File: config.mk
export PLATFORM = sky130hd
export DESIGN_NAME = if_fetch_unit
export DESIGN_NICKNAME = d
export VERILOG_FILES = /design/src/rtl/if_fetch_unit_pkg.sv /design/src/rtl/if_fetch_unit_fifo.sv /design/src/rtl/if_fetch_unit.sv
export SDC_FILE = /design/constraint.sdc
export NUM_CORES = 1
export LEC_CHECK = 0
export BUFFER_PORTS_ARGS = -buffer_cell sky130_fd_sc_hd__buf_2
export CAP_MARGIN = 5
export CELL_PAD_IN_SITES_DETAIL_PLACEMENT = 2
export CELL_PAD_IN_SITES_GLOBAL_PLACEMENT = 2
export CORE_ASPECT_RATIO = 0.9
export CORE_MARGIN = 4
export CORE_UTILIZATION = 38
export CTS_CLUSTER_SIZE = 14
export DETAILED_ROUTE_END_ITERATION = 8
export HOLD_SLACK_MARGIN = 0.03
export PLACE_DENSITY = 0.86
export SYNTH_ARGS = -nofsm -noshare
export SYNTH_HDL_FRONTEND = slang
export SYNTH_SLANG_ARGS = --single-unit
File: constraint.sdc
create_clock -name clk -period 9.6 [get_ports clk]
set_input_delay 0.96 -clock clk [delete_from_list [all_inputs] [get_ports clk]]
set_output_delay 0.96 -clock clk [all_outputs]
set_load 0.01 [all_outputs]
File: src/rtl/if_fetch_unit_pkg.sv
`default_nettype none
// ============================================================================
//  Module      : if_fetch_unit_pkg
//  Description : Shared widths, reset constants and fetch FSM encoding.
//  Revision    : 1.0 - initial release
// ============================================================================
package if_fetch_unit_pkg;

    localparam int XLEN        = 32;
    localparam int INST_ADDR_W = XLEN;
    localparam int INST_W      = 32;

    localparam logic [INST_ADDR_W-1:0] DEFAULT_RESET_PC = 32'h0000_0000;
    localparam logic [INST_W-1:0]      DEFAULT_NOP_INST = 32'h0000_0013;
    localparam logic [INST_ADDR_W-1:0] INST_BYTES       = 32'd4;

    typedef enum logic [1:0] {
        S_IDLE = 2'd0,
        S_REQ  = 2'd1,
        S_WAIT = 2'd2
    } fetch_state_e;

    function automatic logic [INST_ADDR_W-1:0] word_align(input logic [INST_ADDR_W-1:0] addr);
        return {addr[INST_ADDR_W-1:2], 2'b00};
    endfunction

endpackage
`default_nettype wire

File: src/rtl/if_fetch_unit_fifo.sv
`default_nettype none
// ============================================================================
//  Module      : if_fetch_unit_fifo
//  Description : Synchronous pc/inst FIFO with push, pop, flush and count.
//  Revision    : 1.0 - initial release
// ============================================================================
module if_fetch_unit_fifo
    import if_fetch_unit_pkg::*;
#(
    parameter int DEPTH = 2,
    parameter int CNT_W = $clog2(DEPTH) + 1
) (
    input  logic                   clk,
    input  logic                   rst,
    input  logic                   push,
    input  logic [INST_ADDR_W-1:0] push_pc,
    input  logic [INST_W-1:0]      push_inst,
    input  logic                   pop,
    input  logic                   flush,
    output logic [CNT_W-1:0]       count,
    output logic                   empty,
    output logic [INST_ADDR_W-1:0] head_pc,
    output logic [INST_W-1:0]      head_inst
);

    localparam int PTR_W = $clog2(DEPTH);

    logic [INST_ADDR_W-1:0] r_pc_mem   [DEPTH];
    logic [INST_W-1:0]      r_inst_mem [DEPTH];
    logic [PTR_W-1:0]       r_rd_ptr;
    logic [PTR_W-1:0]       r_wr_ptr;
    logic [CNT_W-1:0]       r_count;

    logic w_do_pop;
    logic w_do_push;

    // A full FIFO still accepts a push when the head leaves in the same cycle.
    assign w_do_pop  = pop && (r_count != '0);
    assign w_do_push = push && !flush && ((r_count != CNT_W'(DEPTH)) || w_do_pop);

    always_ff @(posedge clk) begin
        if (rst || flush) begin
            r_rd_ptr <= '0;
            r_wr_ptr <= '0;
            r_count  <= '0;
        end else begin
            if (w_do_push) begin
                r_wr_ptr <= r_wr_ptr + PTR_W'(1);
            end
            if (w_do_pop) begin
                r_rd_ptr <= r_rd_ptr + PTR_W'(1);
            end
            r_count <= r_count + CNT_W'(w_do_push) - CNT_W'(w_do_pop);
        end
    end

    always_ff @(posedge clk) begin
        if (w_do_push) begin
            r_pc_mem[r_wr_ptr]   <= push_pc;
            r_inst_mem[r_wr_ptr] <= push_inst;
        end
    end

    assign count     = r_count;
    assign empty     = (r_count == '0);
    assign head_pc   = r_pc_mem[r_rd_ptr];
    assign head_inst = r_inst_mem[r_rd_ptr];

endmodule
`default_nettype wire

File: src/rtl/if_fetch_unit.sv
`default_nettype none
// ============================================================================
//  Module      : if_fetch_unit
//  Description : Instruction fetch stage: PC, single-outstanding memory
//                requests, fetched-word buffer and redirect handling.
//  Revision    : 1.0 - initial release
// ============================================================================
module if_fetch_unit
    import if_fetch_unit_pkg::*;
#(
    parameter logic [INST_ADDR_W-1:0] RESET_PC   = DEFAULT_RESET_PC,
    parameter int                     FIFO_DEPTH = 2,
    parameter logic [INST_W-1:0]      NOP_INST   = DEFAULT_NOP_INST
) (
    input  logic                   clk,
    input  logic                   rst,
    input  logic                   stall_i,
    input  logic                   branch_flag_i,
    input  logic [INST_ADDR_W-1:0] branch_addr_i,
    output logic                   mem_req_o,
    output logic [INST_ADDR_W-1:0] mem_addr_o,
    input  logic                   mem_gnt_i,
    input  logic                   mem_rvalid_i,
    input  logic [INST_W-1:0]      mem_rdata_i,
    output logic [INST_ADDR_W-1:0] pc_o,
    output logic [INST_W-1:0]      inst_o,
    output logic                   inst_valid_o
);

    localparam int CNT_W = $clog2(FIFO_DEPTH) + 1;

    fetch_state_e           r_state;
    fetch_state_e           w_state_next;
    logic [INST_ADDR_W-1:0] r_fetch_pc;
    logic [INST_ADDR_W-1:0] w_fetch_pc_next;
    logic                   r_drop;
    logic                   w_drop_next;

    logic                   w_push;
    logic                   w_pop;
    logic [CNT_W-1:0]       w_count;
    logic                   w_empty;
    logic [INST_ADDR_W-1:0] w_head_pc;
    logic [INST_W-1:0]      w_head_inst;
    logic                   w_has_space;
    logic [CNT_W:0]         w_count_after_push;
    logic                   w_space_after_push;
    logic [INST_ADDR_W-1:0] w_target;

    assign w_target    = word_align(branch_addr_i);
    assign w_has_space = (w_count < CNT_W'(FIFO_DEPTH));

    // Occupancy if the returning word is pushed, counting a same-cycle pop.
    assign w_count_after_push = {1'b0, w_count} + (CNT_W+1)'(1) - (CNT_W+1)'(w_pop);
    assign w_space_after_push = (w_count_after_push < (CNT_W+1)'(FIFO_DEPTH));

    // A redirect flushes the buffer, so the head is never consumed in that cycle.
    assign w_pop = !w_empty && !stall_i && !branch_flag_i;

    always_ff @(posedge clk) begin
        if (rst) begin
            r_state    <= S_IDLE;
            r_fetch_pc <= RESET_PC;
            r_drop     <= 1'b0;
        end else begin
            r_state    <= w_state_next;
            r_fetch_pc <= w_fetch_pc_next;
            r_drop     <= w_drop_next;
        end
    end

    always_comb begin
        w_state_next    = r_state;
        w_fetch_pc_next = r_fetch_pc;
        w_drop_next     = r_drop;
        w_push          = 1'b0;
        mem_req_o       = 1'b0;

        case (r_state)
            S_IDLE: begin
                if (branch_flag_i) begin
                    w_fetch_pc_next = w_target;
                    w_state_next    = S_REQ;
                end else if (w_has_space) begin
                    w_state_next = S_REQ;
                end
            end

            S_REQ: begin
                mem_req_o = 1'b1;
                if (branch_flag_i) begin
                    w_fetch_pc_next = w_target;
                end
                if (mem_gnt_i) begin
                    w_state_next = S_WAIT;
                    if (branch_flag_i) begin
                        w_drop_next = 1'b1;
                    end else begin
                        w_fetch_pc_next = r_fetch_pc + INST_BYTES;
                    end
                end
            end

            S_WAIT: begin
                if (branch_flag_i) begin
                    w_fetch_pc_next = w_target;
                    if (mem_rvalid_i) begin
                        w_drop_next  = 1'b0;
                        w_state_next = S_REQ;
                    end else begin
                        w_drop_next = 1'b1;
                    end
                end else if (mem_rvalid_i) begin
                    if (r_drop) begin
                        w_drop_next  = 1'b0;
                        w_state_next = S_REQ;
                    end else begin
                        w_push       = 1'b1;
                        w_state_next = w_space_after_push ? S_REQ : S_IDLE;
                    end
                end
            end

            default: begin
                w_state_next = S_IDLE;
            end
        endcase
    end

    // fetch_pc has already advanced past the outstanding word while waiting.
    if_fetch_unit_fifo #(
        .DEPTH (FIFO_DEPTH),
        .CNT_W (CNT_W)
    ) u_fifo (
        .clk       (clk),
        .rst       (rst),
        .push      (w_push),
        .push_pc   (r_fetch_pc - INST_BYTES),
        .push_inst (mem_rdata_i),
        .pop       (w_pop),
        .flush     (branch_flag_i),
        .count     (w_count),
        .empty     (w_empty),
        .head_pc   (w_head_pc),
        .head_inst (w_head_inst)
    );

    assign mem_addr_o   = r_fetch_pc;
    assign inst_valid_o = !w_empty;
    assign pc_o         = w_empty ? '0 : w_head_pc;
    assign inst_o       = w_empty ? NOP_INST : w_head_inst;

endmodule
`default_nettype wire
==> results.md <==
- Routed Antenna Nets: 0
- Reg2Reg Depth: 5
- Capturing point of the worst reg2reg path: u_fifo.r_pc_mem[1][18]$_DFFE_PP_
- Setup_tns: 0 ns
- Worst slew margin: 23.1%
- Worst Path Required: 9.67 ns
- Clock sinks: 168
- Syn. warnings: 0
- EDFF count, synth: 128
- Post-synth top cells: 128 x edfxtp_1, 109 x nor2_1, 71 x mux2i_1
- Area growth from synthesis to layout: 19.2%
- Highest achievable clock rate: roughly 300 MHz
- RSZ-0062 raised after global routing: false
- Leak: 3.56 nW
- Final period util: a little over a third
- Die X: 160 um
- Placed Instances: 1068
- Yosys cell types: 56
- Post-CTS Resized: 0
- Grt ovf: 0
- Worst vdd ir: 0.130 mV
- Final instance area: 9450 um2
- Yosys reg bits: 168
- Synth area leader: edfxtp_1
- CTS Hold Buffers Added: 0
- Met3 usage: 5.47%
- Non-Filler Instances: roughly 1100
- Antenna diode count: 0
- Vias: approximately 6300
- Critical path type: flop to flop
- CTS tree: yes
- Crit path launch type: flop
- Worst hold start: mem_addr_o[0]$_SDFFE_PP0P_
- Total Nets Final: a little over 900
- Reg2Reg Launch Point: r_state[1]$_SDFFE_PP0P_
- PwrDens: 175 nW/um2
- Num rows: 49
- Crit path capture type: flop
- Worst-skew pair later-pin latency: 0.44 ns
- R2r setup slk: 6.23 ns
- Synth Flop Type: edfxtp_1
- Gate Count Post-Synth: 704
- Syn Nets: 778
- Status: finished, final reports clean
- Synth area leaders: edfxtp_1 49%, dfxtp_1 10%, mux2i_1 9.0%
- GR peak layer: met2
- 1st-pass router iterations: 5
- Die Area: 23200 um2
- Starting density of the core: 39.2%
- Count leader, synth: edfxtp_1
- Initial antenna violation count: 1
- Seq/Total Area, Yosys: 58.6%
- Vias in the first global route: about 7100
- Die height: roughly 140 um
- Share of layout cells above drive strength 1: about 25%
- Setup-failing EPs final: 0
- Remaining DRCs: 0
- Clk pin slew, worst setup/hold paths: about 0.080 ns
- DRT iter0 DRCs: 423
- Max Cap Viol: 0
- Actual slew at the worst max-slew pin: 1.15 ns
- WL/cell: 24.0 um
- Setup repair bufs after CTS: 0
- Slew Viols, Final: 0
- Post-DR vias/cell: 5.74
- Worst Skew: 0.0155 ns
- Crit-path max FO: 37
- Min Clock Period, post-route: 3.37 ns
- Hold Path End: u_fifo.r_pc_mem[0][0]$_DFFE_PP_
- Mapped Avg Cell Area: 11.3 um2
- HPWL after DPL: 18.6 mm
- Hold depth: 0
- Worst min path class: flop to flop
- WL final: 26.4 mm
- Mapped Area: approximately 7900 um2
- CORE AREA: between 20000 and 25000 um2
- First-pass GRT wire length: 41.5 mm
- Fin. Hold Viols: 0
- CP Data Arrival Time: about 3.4 ns
- Setup WS post-layout: between 6 and 7 ns
- Global-route track usage on met2: 39.5%
- Gr usage total: 22.8%
- CTS Buffer Depth: 2
- Io pins: 168
- Clock buffer count from CTS: 17
- Post-DP Area: 8880 um2
- Pin count of the biggest net entering global routing: 66
- Placer Congestion: 0.872
- Top-area cell type share of the netlist area: between 40 and 50%
- GR Util met1: between 20% and 30%
- Final Util: 46.7%
- CTS root buf: clkbuf_16
- Port bufs: about 170
- Pre-CTS setup slack: approximately 5.8 ns
- Fraction of registers with async set/reset: 0%
- Htree depth: 4
[worst max-delay path by stage]
stage	start	endpoint	slack, ns
after detailed placement	branch_flag_i	mem_addr_o[28]$_SDFFE_PP0P_	5.84
after floorplan	branch_flag_i	u_fifo.r_inst_mem[0][0]$_DFFE_PP_	4.73
final	r_state[1]$_SDFFE_PP0P_	u_fifo.r_pc_mem[1][18]$_DFFE_PP_	6.23
after global routing	r_state[1]$_SDFFE_PP0P_	u_fifo.r_pc_mem[1][21]$_DFFE_PP_	5.99
after CTS	r_state[1]$_SDFFE_PP0P_	u_fifo.r_pc_mem[1][24]$_DFFE_PP_	6.24
after global placement	branch_flag_i	mem_addr_o[28]$_SDFFE_PP0P_	6.00
[flip-flops by register name (all words and copies together) (netlist names), named ones only]
register	count
r_state	2
u_fifo.r_wr_ptr	1
u_fifo.r_inst_mem	64
mem_addr_o	32
u_fifo.count	2
u_fifo.r_rd_ptr	1
u_fifo.r_pc_mem	64
r_drop	1
[power by group]
part	internal (mW)	switching [mW]	leakage [nW]
clock network	0.347	0.334	0.283
registers	0.800	0.0348	1.50
logic	0.0511	0.0824	1.78
[metal layers]
| metal | share of wire, % | up-vias |
|---|---|---|
| met4 | 1.6 | 2 |
| met3 | 5.2 | 32 |
| met2 | 50 | 224 |
| li1 | - | 2854 |
| met5 | 0.042 | - |
| met1 | 43 | 3198 |
[through the flow]
step	total power [mW]	hold WS, ns
2_1_floorplan	0.918	0.441
3_3_place_gp	0.968	0.472
3_5_place_dp	0.982	0.473
4_1_cts	1.66	0.491
5_1_grt	1.71	0.515
6_report	1.65	0.494
[cells in the final DEF, fill, tap and decap left out, types with 4 or more instances in the layout]
master / n
o21ai_0: 10
o22ai_1: 10
a21oi_1: 23
nand4_1: 17
nor4_1: 6
clkbuf_16: 17
mux2i_1: 71
a211oi_1: 6
nand2_1: 38
inv_1: 14
inv_6: 4
nor2_1: 106
a221oi_1: 4
or3_1: 6
a2111oi_0: 4
a22oi_1: 4
and2_1: 5
or4_1: 5
o31ai_1: 5
buf_2: 165
a31oi_1: 6
o221ai_1: 8
edfxtp_1: 128
nor3_1: 19
inv_8: 6
nor2b_1: 4
and3_1: 9
nand3_1: 15
ha_1: 4
dfxtp_1: 39
xor2_1: 17
xnor2_1: 14
nand2b_1: 9
[cell type report]
type,instances,area (um2)
Fill cell,2084,10800
Inverter,14,52.6
Timing Repair Buffer,168,848
Multi-Input combinational cell,463,3010
Tap cell,255,319
Sequential cell,168,4650
Clock buffer,17,425
Clock inverter,14,145
[critical path, cell delays in order, from the launching register on]
cell	delay, ns
dfxtp_1	0.82
nand2b_1	0.23
nor3_1	0.21
nand3_1	0.32
nor2_4	0.82
buf_4	0.59
[cells by family (layout without fill, tap and decap cells)]
group           count (synthesis)  after routing  synth area share (%)
compound gates                 98             98                  8.56
xor+xnor                       31             31                  3.43
fa+ha+maj                       4              4                 0.632
buf+inv                        73            213                  3.71
flops                         168            168                  58.6
mux                            71             71                  8.97
simple gates                  259            259                  16.1
Note: power is estimated with default switching activity, not from simulation.
